$ cat config.mk
export PLATFORM = sky130hd
export DESIGN_NAME = timed_seq_prog_flat
export DESIGN_NICKNAME = d
export VERILOG_FILES = /design/src/rtl/timed_seq_prog_if.sv /design/src/rtl/timed_seq_prog.sv /design/src/flat_wrapper.sv
export SDC_FILE = /design/constraint.sdc
export NUM_CORES = 1
export LEC_CHECK = 0
export ABC_AREA = 1
export BUFFER_PORTS_ARGS = -buffer_cell sky130_fd_sc_hd__buf_2
export CAP_MARGIN = 20
export CORE_ASPECT_RATIO = 0.75
export CORE_MARGIN = 5
export CORE_UTILIZATION = 40
export CTS_BUF_LIST = sky130_fd_sc_hd__clkbuf_8
export DETAILED_ROUTE_END_ITERATION = 8
export GPL_ROUTABILITY_DRIVEN = 0
export PLACE_DENSITY_LB_ADDON = 0.15
export SETUP_SLACK_MARGIN = 0.05
export SYNTH_ARGS = -nofsm -noshare
export SYNTH_HDL_FRONTEND = slang
export SYNTH_SLANG_ARGS = --single-unit
$ cat constraint.sdc
create_clock -name clk -period 3.2 [get_ports clk]
set_input_delay 0.48 -clock clk [delete_from_list [all_inputs] [get_ports clk]]
set_output_delay 0.48 -clock clk [all_outputs]
set_load 0.05 [all_outputs]
$ cat src/rtl/timed_seq_prog_if.sv
// Table-write, control and pattern-output bundle for timed_seq_prog.
// The loop control signal exists only when TIMED_SEQ_PROG_LOOP_EN is defined.
interface timed_seq_prog_if #(
    parameter int unsigned DATA_BITS = 8,
    parameter int unsigned DUR_BITS  = 26,
    parameter int unsigned DEPTH     = 16
);
    localparam int unsigned ADDR_BITS = $clog2(DEPTH);
    localparam int unsigned LEN_BITS  = $clog2(DEPTH + 1);

    logic                 wr_en;
    logic [ADDR_BITS-1:0] wr_addr;
    logic [DATA_BITS-1:0] wr_data;
    logic [DUR_BITS-1:0]  wr_dur;
    logic [LEN_BITS-1:0]  len;
    logic                 start;
    logic                 stop;
`ifdef TIMED_SEQ_PROG_LOOP_EN
    logic                 loop;
`endif
    logic [DATA_BITS-1:0] data;
    logic                 busy;
    logic                 done;
    logic [ADDR_BITS-1:0] idx;

`ifdef TIMED_SEQ_PROG_LOOP_EN
    modport master (
        output wr_en, wr_addr, wr_data, wr_dur, len, start, stop, loop,
        input  data, busy, done, idx
    );
    modport slave (
        input  wr_en, wr_addr, wr_data, wr_dur, len, start, stop, loop,
        output data, busy, done, idx
    );
`else
    modport master (
        output wr_en, wr_addr, wr_data, wr_dur, len, start, stop,
        input  data, busy, done, idx
    );
    modport slave (
        input  wr_en, wr_addr, wr_data, wr_dur, len, start, stop,
        output data, busy, done, idx
    );
`endif
endinterface

$ cat src/rtl/timed_seq_prog.sv
// Programmable timed pattern sequencer: plays (data, duration) table entries back to back.
// Define TIMED_SEQ_PROG_LOOP_EN to enable continuous looping via the loop input.
module timed_seq_prog #(
    parameter int unsigned          DATA_BITS = 8,
    parameter int unsigned          DUR_BITS  = 26,
    parameter int unsigned          DEPTH     = 16,
    parameter logic [DATA_BITS-1:0] IDLE_DATA = '0
) (
    input logic             clk,
    input logic             rst_n,
    timed_seq_prog_if.slave bus
);
    localparam int unsigned         ADDR_BITS = $clog2(DEPTH);
    localparam int unsigned         LEN_BITS  = $clog2(DEPTH + 1);
    localparam int unsigned         ENT_BITS  = DATA_BITS + DUR_BITS;
    localparam logic [LEN_BITS-1:0] DEPTH_L   = LEN_BITS'(DEPTH);

    typedef enum logic [1:0] {StIdle, StFetch, StHold} state_e;

    state_e               state_q, state_d;
    logic                 load_q, load_d;
    logic [LEN_BITS-1:0]  len_q, len_d, len_eff;
    logic [ADDR_BITS-1:0] idx_q, idx_d, rd_addr;
    logic [DATA_BITS-1:0] data_q, data_d, rd_data_q;
    logic [DUR_BITS-1:0]  dur_q, dur_d, rd_dur_q, cnt_q, cnt_d;
    logic                 busy_q, busy_d, done_q, done_d;
    logic                 entry_end, last_entry, do_wrap;
    logic [ENT_BITS-1:0]  tbl [DEPTH];
    logic [ENT_BITS-1:0]  rd_word;

    // Index that follows i within a pass of n entries; wraps to 0 after the last one.
    function automatic logic [ADDR_BITS-1:0] next_idx(input logic [ADDR_BITS-1:0] i,
                                                      input logic [LEN_BITS-1:0]  n);
        logic [LEN_BITS-1:0] i1;
        i1 = LEN_BITS'(i) + LEN_BITS'(1);
        return (i1 >= n) ? '0 : ADDR_BITS'(i1);
    endfunction

    assign len_eff    = (bus.len > DEPTH_L) ? DEPTH_L : bus.len;
    assign entry_end  = (cnt_q >= ((dur_q == '0) ? DUR_BITS'(1) : dur_q));
    assign last_entry = ((LEN_BITS'(idx_q) + LEN_BITS'(1)) >= len_q);

    always_ff @(posedge clk) begin
        if (bus.wr_en) begin
            tbl[bus.wr_addr] <= {bus.wr_data, bus.wr_dur};
        end
    end

    // Same-cycle write to the prefetch address forwards the new entry.
    assign rd_word = (bus.wr_en && (bus.wr_addr == rd_addr)) ? {bus.wr_data, bus.wr_dur}
                                                              : tbl[rd_addr];

    always_comb begin
        state_d = state_q;
        load_d  = 1'b0;
        len_d   = len_q;
        idx_d   = idx_q;
        data_d  = data_q;
        dur_d   = dur_q;
        cnt_d   = cnt_q;
        busy_d  = busy_q;
        done_d  = 1'b0;
        rd_addr = '0;
        do_wrap = 1'b0;

        unique case (state_q)
            StIdle: begin
                if (bus.start && !bus.stop && (len_eff != '0)) begin
                    state_d = StFetch;
                    len_d   = len_eff;
                end
            end
            StFetch: begin
                state_d = StHold;
                load_d  = 1'b1;
            end
            StHold: begin
                if (load_q) begin
                    data_d  = rd_data_q;
                    dur_d   = rd_dur_q;
                    idx_d   = '0;
                    cnt_d   = DUR_BITS'(1);
                    busy_d  = 1'b1;
                    rd_addr = next_idx('0, len_q);
                end else if (!entry_end) begin
                    cnt_d   = cnt_q + DUR_BITS'(1);
                    rd_addr = next_idx(idx_q, len_q);
                end else if (!last_entry) begin
                    data_d  = rd_data_q;
                    dur_d   = rd_dur_q;
                    idx_d   = idx_q + ADDR_BITS'(1);
                    cnt_d   = DUR_BITS'(1);
                    rd_addr = next_idx(idx_q + ADDR_BITS'(1), len_q);
                end else begin
                    done_d = 1'b1;
`ifdef TIMED_SEQ_PROG_LOOP_EN
                    do_wrap = bus.loop && (len_eff != '0);
`endif
                    if (do_wrap) begin
                        // Entry 0 is already in the prefetch register.
                        data_d  = rd_data_q;
                        dur_d   = rd_dur_q;
                        idx_d   = '0;
                        cnt_d   = DUR_BITS'(1);
                        len_d   = len_eff;
                        rd_addr = next_idx('0, len_eff);
                    end else begin
                        state_d = StIdle;
                        data_d  = IDLE_DATA;
                        busy_d  = 1'b0;
                        idx_d   = '0;
                    end
                end
            end
            default: state_d = StIdle;
        endcase

        if (bus.stop && (state_q != StIdle)) begin
            state_d = StIdle;
            load_d  = 1'b0;
            data_d  = IDLE_DATA;
            busy_d  = 1'b0;
            idx_d   = '0;
            done_d  = 1'b0;
        end
    end

    always_ff @(posedge clk or negedge rst_n) begin
        if (!rst_n) begin
            state_q   <= StIdle;
            load_q    <= 1'b0;
            len_q     <= '0;
            idx_q     <= '0;
            data_q    <= IDLE_DATA;
            dur_q     <= '0;
            cnt_q     <= '0;
            busy_q    <= 1'b0;
            done_q    <= 1'b0;
            rd_data_q <= '0;
            rd_dur_q  <= '0;
        end else begin
            state_q   <= state_d;
            load_q    <= load_d;
            len_q     <= len_d;
            idx_q     <= idx_d;
            data_q    <= data_d;
            dur_q     <= dur_d;
            cnt_q     <= cnt_d;
            busy_q    <= busy_d;
            done_q    <= done_d;
            rd_data_q <= rd_word[ENT_BITS-1:DUR_BITS];
            rd_dur_q  <= rd_word[DUR_BITS-1:0];
        end
    end

    assign bus.data = data_q;
    assign bus.busy = busy_q;
    assign bus.done = done_q;
    assign bus.idx  = idx_q;
endmodule
$ cat src/flat_wrapper.sv
// flat-port wrapper written by rule: the top's interface ports become plain ports
module timed_seq_prog_flat 
#(
    parameter int unsigned          DATA_BITS = 8,
    parameter int unsigned          DUR_BITS  = 26,
    parameter int unsigned          DEPTH     = 16,
    parameter logic [DATA_BITS-1:0] IDLE_DATA = '0
)
  (clk, rst_n, bus_wr_en, bus_wr_addr, bus_wr_data, bus_wr_dur, bus_len, bus_start, bus_stop, bus_data, bus_busy, bus_done, bus_idx);
  timed_seq_prog_if #(.DATA_BITS(DATA_BITS), .DUR_BITS(DUR_BITS), .DEPTH(DEPTH)) bus_i ();
  input logic clk;
  input logic rst_n;
  input wire logic [$bits(bus_i.wr_en)-1:0] bus_wr_en;
  input wire logic [$bits(bus_i.wr_addr)-1:0] bus_wr_addr;
  input wire logic [$bits(bus_i.wr_data)-1:0] bus_wr_data;
  input wire logic [$bits(bus_i.wr_dur)-1:0] bus_wr_dur;
  input wire logic [$bits(bus_i.len)-1:0] bus_len;
  input wire logic [$bits(bus_i.start)-1:0] bus_start;
  input wire logic [$bits(bus_i.stop)-1:0] bus_stop;
  output wire logic [$bits(bus_i.data)-1:0] bus_data;
  output wire logic [$bits(bus_i.busy)-1:0] bus_busy;
  output wire logic [$bits(bus_i.done)-1:0] bus_done;
  output wire logic [$bits(bus_i.idx)-1:0] bus_idx;
  assign bus_i.wr_en = bus_wr_en;
  assign bus_i.wr_addr = bus_wr_addr;
  assign bus_i.wr_data = bus_wr_data;
  assign bus_i.wr_dur = bus_wr_dur;
  assign bus_i.len = bus_len;
  assign bus_i.start = bus_start;
  assign bus_i.stop = bus_stop;
  assign bus_data = bus_i.data;
  assign bus_busy = bus_i.busy;
  assign bus_done = bus_i.done;
  assign bus_idx = bus_i.idx;
  timed_seq_prog #(.DATA_BITS(DATA_BITS), .DUR_BITS(DUR_BITS), .DEPTH(DEPTH), .IDLE_DATA(IDLE_DATA)) u_core (.clk(clk), .rst_n(rst_n), .bus(bus_i));
endmodule
==> flow_summary_export.csv <==
group,metric,value,unit
sta,whs,55.9,ps
logic_synthesis,syn_area,29500,sq um
sta,hold_viol,0,
setup_path,endpoint_kind,"flop",
logic_synthesis,ys_warn_count,0,
sta,relSlewSlack,58.6,%
logic_synthesis,synth_edf_count,544,
setup_path,reg2reg_depth,25,
sta,tns,-31260,ps
logic_synthesis,syn_inst,2907,
global_route,grt_pass1_vias,21500,
logic_synthesis,synth_ff_type,"edfxtp_1",
power,power.density,600,nW/um^2
floorplan,core_region_area,73300,sq um
floorplan,die_area,79300,sq um
final_layout,fin_util,51.0,%
placed_design,numPortBuffers,61,
sta,setup_ws,-589,ps
floorplan,start_util,40.2,%
status,violations,"setup timing",
sta,finalClockSkew,36.2,ps
routing,wire_per_inst,22.2,um
floorplan,ios,62,
floorplan,die_x,324,um
routing,vias,22300,
final_layout,nFillCells,6525,
routing,drt_pass1_iterations,5,
final_layout,design_area,37400,sq um
floorplan,dieHeight,245,um
setup_path,crit_slowest_cell,"dfrtp_4",
placed_design,dp_hpwl,52200,um
final_layout,final_cells,4239,
clock_network,clk_pin_slew_worst_paths,70,ps
global_route,grt_pass1_wl,135000,um
clock_network,htree_levels,3,
sta,rsz0062_at_grt,"yes",
sta,period_share,118,%
global_route,overflow,0,
logic_synthesis,synthArstFlopShare,16.6,%
sta,post-route-min-period,3790,ps
clock_network,cts_tree,"yes",
min_path,holdPathStages,3,
logic_synthesis,synth_nets,2994,
logic_synthesis,synth.most_common_cell,"nand3_1",
power,power.leakage,0.0162,uW
logic_synthesis,synth_common_cells,"666 x nand3_1, 619 x nand2_1, 544 x edfxtp_1, 455 x inv_1, 108 x dfrtp_1",
setup_path,setup.worst_path.start,"u_core.bus.idx[0]",
power,worst_ir_drop_vdd,0.000309,V
logic_synthesis,yosys.area.top_type_share,55.4,%
global_route,grt_util_all_layers,22.5,%
setup_path,critPathTopFamily,"simple AND/OR/NAND/NOR gates",
placed_design,place_inst,3965,
setup_path,cp_data_arrival_time,4390,ps
run,maxCapViolations,0,
setup_path,path_class,"flop to flop",
routing,vias_per_cell,5.26,
logic_synthesis,synthTopCellsByArea,"edfxtp_1 55%, nand3_1 11%, dfrtp_1 9.2%, nand2_1 7.9%, inv_1 5.8%",
setup_path,r2r_start,"u_core.bus.idx[0]",
placed_design,postPlaceCellArea,32600,sq um
clock_network,clkLatencyLatePin,720,ps
global_route,grt_max_degree,71,
clock_network,clockRootBuffer,"clkbuf_8",
routing,drt-total-wl,94000,um
logic_synthesis,synth_top_area_cell,"edfxtp_1",
setup_path,startpoint_type,"flop",
setup_path,critPathBufInv,6,
routing,drc,0,
global_route,antenna_found_initial,3,
routing,antenna_left,0,
status,outcome,"finished, violations left",
final_layout,drive_above_1_share,21.7,%
logic_synthesis,synthDistinctLibCells,40,
logic_synthesis,avgSynthCellArea,10.1,sq um
sta,setup_viol,97,
logic_synthesis,ys_ff_latch,652,
sta,worst_slew_pin_slew,616,ps
setup_path,crit_fanout,8,
sta,maxSlewViolCount,0,
setup_path,worstPathRequired,3800,ps
min_path,hp-class,"input pin to flop",
routing,drt_iter0_drc,2084,
final_layout,num-nets-final,3268,
clock_network,clkSinkCount,652,
final_layout,area_growth,26.7,%
floorplan,rows,86,
logic_synthesis,seq_area_frac_synth,64.6,%
clock_network,clock_path_buffers,3,
sta,timing.fmax,264,MHz
setup_path,path_depth,25,
min_path,hold_start,"bus_len[2]",
setup_path,cp_slowest_stage_delay,510,ps
clock_network,cts_made_buffers,104,
timing repair:
item / in CTS / in global routing
hold endpoints to repair: 42 / 0
cloned: 6 / 29
resized for setup: 73 / 307
hold buffers: 4 / 0
setup buffers: 16 / 28
pin swaps: 26 / 55
endpoints found under the setup margin: 93 / 96
stage by stage:
| step | power [uW] | worst slack, ps |
|---|---|---|
| 2_1_floorplan | 12300 | -64.3 |
| 3_3_place_gp | 13900 | -605 |
| 3_5_place_dp | 14000 | -593 |
| 4_1_cts | 21800 | -559 |
| 5_1_grt | 23400 | -822 |
| 6_report | 22400 | -589 |
worst paths after layout:
check,end,slack [ps]
worst max-delay path,u_core.rd_dur_q[17],-590
worst min-delay path,u_core.len_q[2],60
worst max register to register,u_core.rd_dur_q[17],-590
worst min register to register,u_core.bus.data[1],480
max in group asynchronous,u_core.load_q,1990
min in group asynchronous,u_core.bus.idx[0],310
layout make-up:
class / count / area, sq um / area share [%]
flip-flops and latches: 652 / 19000 / 51.0
inverters: 461 / 1760 / 4.71
clock buffers: 116 / 1600 / 4.27
clock inverters: 79 / 611 / 1.63
multi-input cells: 1637 / 9230 / 24.7
repair buffers: 325 / 3910 / 10.5
well taps: 968 / 1210 / 3.24
diodes: 1 / 2.50 / 0.00670
sequential cells by signal (all words and copies together) (netlist names), 2 cells and up:
signal / count
u_core.rd_data_q: 8
u_core.bus.idx: 4
u_core.tbl: 544
u_core.rd_dur_q: 26
u_core.dur_q: 26
u_core.state_q: 2
u_core.cnt_q: 26
u_core.len_q: 5
u_core.bus.data: 8
tightest hold or removal path, stage by stage:
cell and delay [ps]:
buf_2 100, inv_1 60, o22ai_1 70
logic make-up (layout without fill, tap and decap cells):
family / Yosys count / after routing / share of synthesized area [%]
compound gates: 98 / 98 / 1.86
flops: 652 / 652 / 64.6
simple gates: 1486 / 1487 / 23.2
xor+xnor: 13 / 13 / 0.412
buf+inv: 619 / 981 / 8.30
fa+ha+maj: 39 / 39 / 1.66
other cells: 0 / 1 / 0
layout by cell type (no fill, tap or decap), types with 5 or more instances in the layout:
master and n:
nand3_1 621, nand2_1 546, edfxtp_1 544, inv_1 480, buf_4 121, clkbuf_8 116
dfrtp_1 105, nand3b_1 85, buf_12 64, buf_2 60, nand2_2 52, nand3_2 43
nor2_1 38, buf_6 37, ha_1 36, nor2_4 30, o21ai_2 29, clkbuf_16 23
nand2_4 19, o21ai_1 17, a21oi_1 16, clkinv_1 16, clkinv_2 15, buf_16 12
inv_2 11, o21ai_0 11, nor3_1 10, bufinv_16 10, nand4_1 9, a21oi_2 7
nor4_1 5, nand2_8 5, nor3_4 5
power by group:
group / internal [uW] / switching (uW) / total [uW]
registers: 9670 / 335 / 10000
logic: 1820 / 2950 / 4770
clock network: 4150 / 3490 / 7640
per-layer routing:
metal / up-vias / GRT usage (%) / wire length [um]
met2: 837 / 32.7 / 40400
met1: 11000 / 34.1 / 44100
met3: 154 / 5.28 / 7380
li1: 10300 / - / -
met5: - / 0 / 34
met4: 4 / 5.78 / 2100
(Power assumes the default switching activity.)
